--- config.mk ---
export PLATFORM = sky130hd
export DESIGN_NAME = data_memory_arbiter
export DESIGN_NICKNAME = d
export VERILOG_FILES = /design/src/rtl/data_arbiter_pkg.sv /design/src/rtl/data_arbiter_select.sv /design/src/rtl/data_memory_arbiter.sv
export SDC_FILE = /design/constraint.sdc
export NUM_CORES = 1
export LEC_CHECK = 0
export BUFFER_PORTS_ARGS = -buffer_cell sky130_fd_sc_hd__buf_2
export CAP_MARGIN = 5
export CORE_ASPECT_RATIO = 1.2
export CORE_MARGIN = 2
export CORE_UTILIZATION = 40
export DETAILED_ROUTE_END_ITERATION = 16
export HOLD_SLACK_MARGIN = 0.1
export PLACE_DENSITY = 0.81
export SLEW_MARGIN = 15
export SYNTH_ARGS = -nofsm -noshare
export SYNTH_HDL_FRONTEND = slang
export SYNTH_HIERARCHICAL = 1
export SYNTH_SLANG_ARGS = --single-unit
export TNS_END_PERCENT = 50
--- constraint.sdc ---
create_clock -name clock -period 4.51 [get_ports clock]
set_input_delay 0 -clock clock [delete_from_list [all_inputs] [get_ports clock]]
set_output_delay 0 -clock clock [all_outputs]
set_load 0.02 [all_outputs]
--- src/rtl/data_arbiter_pkg.sv ---
// Shared types and constants for the data memory arbiter: FSM encoding,
// load/store format codes, master indices and the captured command record.
package data_arbiter_pkg;

    typedef enum logic [1:0] {
        ST_IDLE   = 2'd0,
        ST_ACCESS = 2'd1,
        ST_WAIT   = 2'd2,
        ST_RESP   = 2'd3
    } arb_state_e;

    localparam logic [2:0] FMT_BYTE   = 3'b000;
    localparam logic [2:0] FMT_HALF   = 3'b001;
    localparam logic [2:0] FMT_WORD   = 3'b010;
    localparam logic [2:0] FMT_BYTE_U = 3'b100;
    localparam logic [2:0] FMT_HALF_U = 3'b101;

    localparam logic MASTER_0 = 1'b0;
    localparam logic MASTER_1 = 1'b1;

    // Wide enough for READ_LATENCY-1 with READ_LATENCY up to 7.
    localparam int CNT_W = 3;

    typedef struct packed {
        logic        write;
        logic [2:0]  format;
        logic [31:0] address;
        logic [31:0] write_data;
    } mem_cmd_t;

    // Size code 2'b11 has no legal access, so it is rejected like a misalignment.
    function automatic logic is_misaligned(input logic [2:0] format, input logic [1:0] addr_lo);
        logic bad;
        bad = 1'b1;
        if (format[1:0] == FMT_BYTE[1:0]) bad = 1'b0;
        else if (format[1:0] == FMT_HALF[1:0]) bad = addr_lo[0];
        else if (format[1:0] == FMT_WORD[1:0]) bad = (addr_lo != 2'b00);
        return bad;
    endfunction

endpackage

--- src/rtl/data_arbiter_select.sv ---
// Two-master winner selection. DATA_ARBITER_ROUND_ROBIN_EN selects round-robin
// tie breaking; otherwise master 0 has fixed priority.
module data_arbiter_select
    import data_arbiter_pkg::*;
(
    input  logic [1:0] req,
    input  logic       last_grant,
    output logic [1:0] winner
);

`ifdef DATA_ARBITER_ROUND_ROBIN_EN
    always_comb begin
        winner = req;
        if (req == 2'b11) begin
            winner = (last_grant == MASTER_1) ? 2'b01 : 2'b10;
        end
    end
`else
    logic unused_last_grant;
    assign unused_last_grant = last_grant;

    always_comb begin
        winner = 2'b00;
        if (req[0])      winner = 2'b01;
        else if (req[1]) winner = 2'b10;
    end
`endif

endmodule

--- src/rtl/data_memory_arbiter.sv ---
// Serializes master 0 (LSU) and master 1 (aux) onto the single data memory port.
// Optional round-robin arbitration via DATA_ARBITER_ROUND_ROBIN_EN.
module data_memory_arbiter
    import data_arbiter_pkg::*;
#(
    parameter int READ_LATENCY = 1
) (
    input  logic        clock,
    input  logic        reset,

    input  logic        m0_req,
    input  logic        m0_write,
    input  logic [2:0]  m0_format,
    input  logic [31:0] m0_address,
    input  logic [31:0] m0_write_data,
    output logic        m0_gnt,
    output logic        m0_done,
    output logic        m0_err,
    output logic [31:0] m0_rdata,

    input  logic        m1_req,
    input  logic        m1_write,
    input  logic [2:0]  m1_format,
    input  logic [31:0] m1_address,
    input  logic [31:0] m1_write_data,
    output logic        m1_gnt,
    output logic        m1_done,
    output logic        m1_err,
    output logic [31:0] m1_rdata,

    output logic        mem_read_enable,
    output logic        mem_write_enable,
    output logic [2:0]  mem_data_format,
    output logic [31:0] mem_address,
    output logic [31:0] mem_write_data,
    input  logic [31:0] mem_data_fetched
);

    arb_state_e       state_q, state_d;
    mem_cmd_t         cmd_q, cmd_d;
    logic             owner_q, owner_d;
    logic             mis_q, mis_d;
    logic [CNT_W-1:0] cnt_q, cnt_d;
    logic [1:0]       gnt_q, gnt_d;
    logic [31:0]      m0_rdata_q, m0_rdata_d;
    logic [31:0]      m1_rdata_q, m1_rdata_d;

    mem_cmd_t   m0_cmd, m1_cmd, sel_cmd;
    logic [1:0] winner;
    logic       last_grant;
    logic       capture;
    logic       active;

`ifdef DATA_ARBITER_ROUND_ROBIN_EN
    logic last_q, last_d;
    assign last_grant = last_q;
`else
    assign last_grant = MASTER_1;
`endif

    assign m0_cmd  = '{m0_write, m0_format, m0_address, m0_write_data};
    assign m1_cmd  = '{m1_write, m1_format, m1_address, m1_write_data};
    assign sel_cmd = winner[1] ? m1_cmd : m0_cmd;

    data_arbiter_select u_select (
        .req        ({m1_req, m0_req}),
        .last_grant (last_grant),
        .winner     (winner)
    );

    always_comb begin
        state_d    = state_q;
        cmd_d      = cmd_q;
        owner_d    = owner_q;
        mis_d      = mis_q;
        cnt_d      = cnt_q;
        gnt_d      = 2'b00;
        capture    = 1'b0;
`ifdef DATA_ARBITER_ROUND_ROBIN_EN
        last_d     = last_q;
`endif
        case (state_q)
            ST_IDLE: begin
                if (|winner) begin
                    cmd_d   = sel_cmd;
                    owner_d = winner[1] ? MASTER_1 : MASTER_0;
                    mis_d   = is_misaligned(sel_cmd.format, sel_cmd.address[1:0]);
                    gnt_d   = winner;
                    state_d = mis_d ? ST_RESP : ST_ACCESS;
`ifdef DATA_ARBITER_ROUND_ROBIN_EN
                    last_d  = owner_d;
`endif
                end
            end
            ST_ACCESS: begin
                if (cmd_q.write) begin
                    state_d = ST_RESP;
                end else begin
                    cnt_d = CNT_W'(READ_LATENCY - 1);
                    if (READ_LATENCY == 1) begin
                        capture = 1'b1;
                        state_d = ST_RESP;
                    end else begin
                        state_d = ST_WAIT;
                    end
                end
            end
            ST_WAIT: begin
                cnt_d = cnt_q - 1'b1;
                if (cnt_q == CNT_W'(1)) begin
                    capture = 1'b1;
                    state_d = ST_RESP;
                end
            end
            default: state_d = ST_IDLE;
        endcase
    end

    // Read data is taken at the end of the last read-enabled cycle only.
    always_comb begin
        m0_rdata_d = m0_rdata_q;
        m1_rdata_d = m1_rdata_q;
        if (capture) begin
            if (owner_q == MASTER_1) m1_rdata_d = mem_data_fetched;
            else                     m0_rdata_d = mem_data_fetched;
        end
    end

    always_ff @(posedge clock) begin
        if (reset) begin
            state_q    <= ST_IDLE;
            cmd_q      <= '0;
            owner_q    <= MASTER_0;
            mis_q      <= 1'b0;
            cnt_q      <= '0;
            gnt_q      <= 2'b00;
            m0_rdata_q <= '0;
            m1_rdata_q <= '0;
`ifdef DATA_ARBITER_ROUND_ROBIN_EN
            last_q     <= MASTER_1;
`endif
        end else begin
            state_q    <= state_d;
            cmd_q      <= cmd_d;
            owner_q    <= owner_d;
            mis_q      <= mis_d;
            cnt_q      <= cnt_d;
            gnt_q      <= gnt_d;
            m0_rdata_q <= m0_rdata_d;
            m1_rdata_q <= m1_rdata_d;
`ifdef DATA_ARBITER_ROUND_ROBIN_EN
            last_q     <= last_d;
`endif
        end
    end

    assign active = (state_q == ST_ACCESS) || (state_q == ST_WAIT);

    // Gating by reset keeps an aborted store from reaching memory.
    assign mem_write_enable = (state_q == ST_ACCESS) && cmd_q.write && !reset;
    assign mem_read_enable  = active && !cmd_q.write;
    assign mem_data_format  = active ? cmd_q.format     : 3'b000;
    assign mem_address      = active ? cmd_q.address    : 32'd0;
    assign mem_write_data   = active ? cmd_q.write_data : 32'd0;

    assign m0_gnt   = gnt_q[0];
    assign m1_gnt   = gnt_q[1];
    assign m0_done  = (state_q == ST_RESP) && (owner_q == MASTER_0);
    assign m1_done  = (state_q == ST_RESP) && (owner_q == MASTER_1);
    assign m0_err   = m0_done && mis_q;
    assign m1_err   = m1_done && mis_q;
    assign m0_rdata = m0_rdata_q;
    assign m1_rdata = m1_rdata_q;

endmodule

# Yosys cells after proc, flatten, opt, wreduce, memory -nomap -nowiden
# Index checks and enable logic that the tools add are counted.
op_classes:
  n_bitwise: 3
  n_eq_ne: 9
  n_reduce_logical: 21
  addsub: 1
  mux: 21
ops:
  columns: ["operator", "n"]
  rows:
  - ["$mux W68", 1]
  - ["$mux W32", 2]
  - ["$mux W2", 5]
  - ["$reduce_and A2 Y1", 5]
  - ["$mux W1", 8]
  - ["$logic_and A1 B1 Y1", 7]
  - ["$eq A2 B2 Y1 const B", 3]
  - ["$mux W3", 2]
  - ["$ne A2 B2 Y1 const B", 3]
  - ["$pmux W2 S3", 1]
  - ["$pmux W3 S2", 1]
  - ["$eq A2 B1 Y1 const B", 2]
  - ["$logic_not A2 Y1", 2]
  - ["$reduce_bool A2 Y1", 2]
  - ["$eq A3 B1 Y1 const B", 1]
  - ["$not A1 Y1", 3]
  - ["$reduce_or A3 Y1", 1]
  - ["$sub A3 B1 Y3 const B", 1]
  - ["$logic_not A1 Y1", 2]
  - ["$pmux W1 S2", 1]
  - ["$reduce_or A2 Y1", 1]
  - ["$logic_or A1 B1 Y1", 1]
totals:
  input_bits: 172
  out_inout_bits: 139
  regBits: 141
  wordCells: 66

# Longest topological paths before layout
# Gate-level depths: netlist of the first run.
depth:
  depth_word: 12
  mapped_depth: 8

# Hierarchy
# The synthesis of the first run kept the hierarchy.
modules_own_cells:
  columns: ["module", "cells_each", "area_per_inst_um2", "seq_area_each_um2", "instances"]
  rows:
  - ["data_memory_arbiter", 727, 6183.4, 2822.7, 1]
  - ["data_arbiter_select", 2, 21.3, 0.0, 1]

# Worst setup path before layout of the first run
# OpenSTA, ideal clock, no wires.
synth_path:
  path_type: "reg-to-reg"
  from: "register state_q[0]"
  to: "register m0_rdata_q[10], in the netlist m0_rdata[10]"
  required_time_ns: 4.378
  path_buffers: 2
  stages_incl_launch_ff: 8
  t_arrival_ns: 1.455
  synth_period_minus_slack_ns: 1.587
  setup_slack_ns: 2.923
  cell_sequence: "dfxtp_1 inv_1 ha_1 clkbuf_1 o211ai_2 buf_2 nand2_1 a21oi_1"
synth_between:
  elab_chain_len: 3
  elab_cells_between_ends: 4
synth_lines:
  columns: ["item", "line_no", "text"]
  rows:
  - ["start, declared", "data_memory_arbiter.sv:39", "arb_state_e state_q, state_d;"]
  - ["start signal, assigned", "data_memory_arbiter.sv:143", "state_q <= state_d;"]
  - ["$eq A2 B2 Y1 / $eq A2 B1 Y1 (equally long branches)", "data_memory_arbiter.sv:82", "case (state_q)"]
  - ["$pmux W1 S2 (*)", "data_memory_arbiter.sv:82", null]
  - ["$reduce_and A2 Y1 (no line) (*)", null, null]
  - ["end signal, assigned", "data_memory_arbiter.sv:149", "m0_rdata_q <= m0_rdata_d;"]
  - ["end, declared", "data_memory_arbiter.sv:45", "logic [31:0] m0_rdata_q, m0_rdata_d;"]
# Every way passes the cells marked *; elsewhere a longest branch is shown, timed or not.
# A chain may end at the register's enable or synchronous reset.

# Worst setup path after layout of the first run
layout_path:
  from: "input port m0_req"
  to: "register state_q[1]"
layout_between:
  elab_chain_len: 11
  elab_cells_between_ends: 17
layout_lines:
  columns: ["item", "line_no", "text"]
  rows:
  - ["start, declared", "data_memory_arbiter.sv:11", "input logic m0_req,"]
  - ["$mux W2 (*)", "data_arbiter_select.sv:24", "if (req[0]) winner = 2'b01;"]
  - ["net winner[1]", "data_memory_arbiter.sv:49", "logic [1:0] winner;"]
  - ["$mux W68", "data_memory_arbiter.sv:63", "assign sel_cmd = winner[1] ? m1_cmd : m0_cmd;"]
  - ["$eq A2 B2 Y1 / $reduce_bool A2 Y1 (equally long branches)", "data_arbiter_pkg.sv:37", "else if (format[1:0] == FMT_WORD[1:0]) bad = (addr_lo != 2'b00);"]
  - ["$mux W1", "data_arbiter_pkg.sv:37", null]
  - ["$mux W1", "data_arbiter_pkg.sv:36", "else if (format[1:0] == FMT_HALF[1:0]) bad = addr_lo[0];"]
  - ["$mux W1", "data_arbiter_pkg.sv:35", "if (format[1:0] == FMT_BYTE[1:0]) bad = 1'b0;"]
  - ["$mux W1", "data_memory_arbiter.sv:84", "if (|winner) begin"]
  - ["$mux W1", "data_memory_arbiter.sv:82", null]
  - ["$mux W2", "data_memory_arbiter.sv:89", "state_d = mis_d ? ST_RESP : ST_ACCESS;"]
  - ["$mux W2", "data_memory_arbiter.sv:84", null]
  - ["$pmux W2 S3", "data_memory_arbiter.sv:82", null]
# Mark *: on every way through the listed nets, which the timed path passes. The rest lies on a longest branch. The select of a mux whose other input is x is not followed.

==> impl_metrics.ini, run 1 <==
[critical_path]
worst_ep_required_time_ns = 4.84
cp.arrival_ns = 3.30
cp-end-kind = register
path_buf_inv = 4
critPathMaxFanout = 55
cp_cell_sequence = dlygate4sd3_1 -> buf_2 -> nor2b_4 -> buf_4 -> nand3_1 -> dlygate4sd3_1 -> a31oi_1 -> o311ai_0 -> a21oi_1
cp_common_cell = dlygate4sd3_1
worstSetupPathType = in -> reg
start_kind = input pin
slowest_stage = buf_4
path_delay_family = buffers and inverters
max_stage_delay_ns = 0.80

[flow_run]
drv_cap = 0

[grt]
grt_pass1_vias = 6983
gr-usage-met1_pct = 29.33
grt-busiest-layer = met2
grt-ovfl-total = 0
grt_pass1_wl_mm = 35.27
grt_max_degree = 91
grt_use_met2_pct = 46.24
grt_antenna_before_repair = 1
grt_util_met3_pct = 7.899
grt_usage_pct = 26.54

[clock_network]
cts_buffers = 17
cts_tree = built
clock-sinks = 141
clock_latency_ns = 0.41
path_clk_slew_ns = 0.06
root_buffer = clkbuf_16
cts_buffer_depth = 2
cts_htree_levels = 4

[die]
initial_core_util_pct = 41.11
die_h_microns = 140.4
die-area_sq_um = 16520
core_sq_um = 15080
ioPinCount = 311
die_x_microns = 117.7
rows = 49

[sta]
fin_skew_ns = 0.006575
hold_viol_final = 0
fmax_mhz = 336.0
setup_viol = 0
fin_tns_setup_ns = 0
layout_min_cycle_time_ns = 2.976
rsz0062_at_grt = false
layout_setup_ws_ns = 1.534
final.period_utilization_pct = 66.00
worst_pin_slew_ns = 0.9999
relSlewSlack_pct = 33.34
drv_slew = 0

[placed_design]
gp_routability_congestion = 0.8103
io_buffers = 310
post-place-ws_ns = 1.881
place_hpwl_mm = 12.60

[detailed_routing]
ant_nets = 0
drt_iter0_drc = 528
dr.pass1.iters = 5
drc_errors = 0
vias = 7037
via_per_inst = 5.048
drt_wl_total_mm = 22.40
wire_per_inst_microns = 16.07

[layout]
multi_input_area_sq_um = 3094
nNetsFinal = 1355
num-fill-cells = 1084
area_growth_pct = 64.14
drive_gt1_share_pct = 30.03
regArea_sq_um = 2823
utilization_pct = 67.49

[logic_synthesis]
yosys_warnings = 6
syn_area_sq_um = 6201
syn_avg_cell_area_sq_um = 8.518
synth_fp_nets = 906
syn_inst = 728

[power]
power.density_nw_per_um2 = 479.5
power_leakage_nw = 4.591
peakVddDrop_mv = 0.2525

[min_path]
hold_path.class = in -> reg

[outcome]
outcome = completed
## final timing paths
check                             startpoint            to  depth (start not counted)  slack, ns
worst min-delay path                  m1_req      gnt_q[1]                          3       0.16
worst max register to register    state_q[0]      cmd_q[1]                          7       2.01
worst max-delay path                  m0_req    state_q[1]                          9       1.53
worst min register to register  m0_rdata[19]  m0_rdata[19]                          2       0.45
## final cells by class
type                       instances  share of cell area, %
timing repair buffer             490                  32.75
multi-input combinational        519                  30.40
sequential                       141                  27.73
clock buffer                      22                  4.757
tap                              204                  2.508
clock inverter                     9                  1.537
inverter                           8                 0.2950
antenna                            1                0.02459
## layer usage
| layer | part of all wire, % | vias to the layer above |
|---|---|---|
| li1 | - | 3374 |
| met1 | 39 | 3229 |
| met2 | 50 | 352 |
| met3 | 7.2 | 82 |
| met4 | 3.9 | 0 |
| met5 | 0 | - |
## registers in the layout, indices dropped and copies added, names as in the netlist
signal / flops
cnt_q: 3
gnt_q: 2
state_q: 2
m1_rdata: 32
mis_q: 1
cmd_q: 68
owner_q: 1
m0_rdata: 32
## where the power goes
| group | switching [mW] | internal [mW] |
|---|---|---|
| clock network | 0.521 | 0.986 |
| registers | 0.131 | 1.50 |
| logic | 1.09 | 0.656 |
## cells in the final DEF (no fill, tap or decap), drive strengths merged, types with 3 or more instances in the layout
cell / count
a211oi: 71
a21oi: 69
nor2b: 5
nor2: 77
clkbuf: 22
bufinv: 4
and2: 67
clkinv: 3
dlygate4sd3: 171
nand2: 132
mux2i: 68
inv: 10
buf: 319
nand2b: 4
dfxtp: 141
ha: 6
## worst reg2reg max path, cell delays in order, from the launching register on
cell      delay [ns]
dfxtp_1         0.34
inv_1           0.09
ha_2            0.21
inv_1           0.13
nor2_4          0.55
buf_4           0.62
nor2_1          0.15
a211oi_1        0.30
## what timing repair did
| item | 4_1_cts | 5_1_grt |
|---|---|---|
| setup buffers | 0 | 0 |
| hold buffers | 171 | 0 |
| hold endpoints to repair | 135 | 0 |
| resized for setup | 0 | 0 |
## per-stage QoR
step                      std cells  cell area, sq um  hold WS [ns]  power (mW)
after floorplan                 728              6201        0.1360       2.700
after global placement         1191              7824        0.2531       3.169
after detailed placement       1191              7824        0.2569       3.196
after CTS                      1393             10180        0.1226       4.849
after global routing           1394             10180        0.1526       5.135
final                          1394             10180        0.1579       4.880
(Power assumes the default switching activity.)
==> run 2, diff against run 1 <==
Settings changed: PLACE_DENSITY 0.81 to 0.84.
Clock period 4.51 ns to 2.61 ns, I/O delays scaled along.
==> impl_metrics.ini, run 2 (same netlist as run 1, synthesis figures left out) <==
[outcome]
outcome = completed

[layout]
largest_register_ffs = 68
nNetsFinal = 1357
final_common_cell = buf_2
final_cell_mix = buf_2 (309), dlygate4sd3_1 (170), dfxtp_1 (141)
area_growth_pct = 64.12
utilization_pct = 67.48
drive_gt1_share_pct = 30.31
regMostFlops = cmd_q
diodes = 0

[grt]
grt_max_degree = 71
grt_pass1_vias = 7132
grt_usage_pct = 26.92
grt_antenna_before_repair = 0
grt-ovfl-total = 0
grt_pass1_wl_mm = 36.01

[power]
peakVddDrop_mv = 0.4526
power.density_nw_per_um2 = 820.1
power_leakage_nw = 4.581

[clock_network]
path_clk_slew_ns = 0.06
cts_htree_levels = 4
root_buffer = clkbuf_16
clock_latency_ns = 0.41
clock-sinks = 141
cts_setup_buffers = 0
cts_resized = 0
cts_tree = built
cts_buffers = 17
cts_buffer_depth = 2

[detailed_routing]
drt_iter0_drc = 420
drt_wl_total_mm = 22.56
via_per_inst = 5.120
drc_errors = 0
vias = 7142
dr.pass1.iters = 5
wire_per_inst_microns = 16.17
ant_nets = 0

[placed_design]
place_hpwl_mm = 12.57
io_buffers = 310
gp_routability_congestion = 0.7882

[critical_path]
worst_ep_required_time_ns = 2.90
cp-end-kind = register
critPathMaxFanout = 32
start_kind = input pin
cp.arrival_ns = 2.64
worstSetupPathType = in -> reg

[sta]
fin_skew_ns = 0.01043
worst_pin_slew_ns = 0.7143
drv_slew = 0
rsz0062_at_grt = false
fmax_mhz = 425.6
setup_viol = 0
relSlewSlack_pct = 52.38
fin_tns_setup_ns = 0
layout_min_cycle_time_ns = 2.350
hold_viol_final = 0
final.period_utilization_pct = 90.03

[die]
ioPinCount = 311
die-area_sq_um = 16520
rows = 49
die_x_microns = 117.7
core_sq_um = 15080
die_h_microns = 140.4
initial_core_util_pct = 41.11

[flow_run]
drv_cap = 0

[min_path]
hold_path.class = in -> reg
## run 2: timing repair
action / in CTS / in global routing
hold endpoints to repair: 135 / 0
endpoints found under the setup margin: 0 / 0
hold buffers: 170 / 0
## run 2: power breakdown
part	leakage (nW)	switching (mW)	internal, mW
Combinational	3.14	1.90	1.16
Sequential	1.15	0.227	2.59
Clock	0.285	0.942	1.53
Total	4.58	3.06	5.28
## run 2: stage by stage
stage | hold slack [ns] | setup slack (ns) | instance area, sq um | total power, mW | std cells
2_1_floorplan | 0.1360 | 1.023 | 6201 | 4.665 | 728
3_3_place_gp | 0.2519 | 0.8013 | 7871 | 5.501 | 1194
3_5_place_dp | 0.2578 | 0.7096 | 7871 | 5.572 | 1194
4_1_cts | 0.1061 | 0.4043 | 10180 | 8.287 | 1395
5_1_grt | 0.1809 | 0.1792 | 10180 | 8.825 | 1395
6_report | 0.1383 | 0.2603 | 10180 | 8.346 | 1395
## run 2: final cells by class
type                    count  area (sq um)
well taps                 204         255.2
inverters                   8         30.03
flip-flops and latches    141          2823
fillers                  1119          4905
clock buffers              18         439.2
clock inverters            13         165.2
multi-input cells         519          3094
repair buffers            492          3371
## run 2: final timing paths
kind	start	endpoint	slack [ns]	depth (start not counted)
min	m1_address[0]	mis_q	0.14	5
max	m1_req	cmd_q[1]	0.26	7
max reg2reg	state_q[1]	cmd_q[1]	0.50	7
min reg2reg	m1_rdata[29]	m1_rdata[29]	0.45	2
## run 2: critical path, cell delays in order
cell	delay [ns]
dlygate4sd3_1	0.56
buf_2	0.13
nor2b_4	0.33
buf_4	0.53
mux2i_1	0.14
dlygate4sd3_1	0.59
a211oi_1	0.32
## run 2: per-layer routing
layer / part of all wire [%] / vias to the layer above / wire [microns] / global-route usage, %
met1: 39 / 3322 / 8735 / 31.71
met3: 7.5 / 55 / 1684 / 6.352
met4: 2.9 / 0 / 662 / 10.02
met2: 51 / 382 / 11480 / 47.49
li1: - / 3383 / - / -
met5: 0 / - / 0 / 0
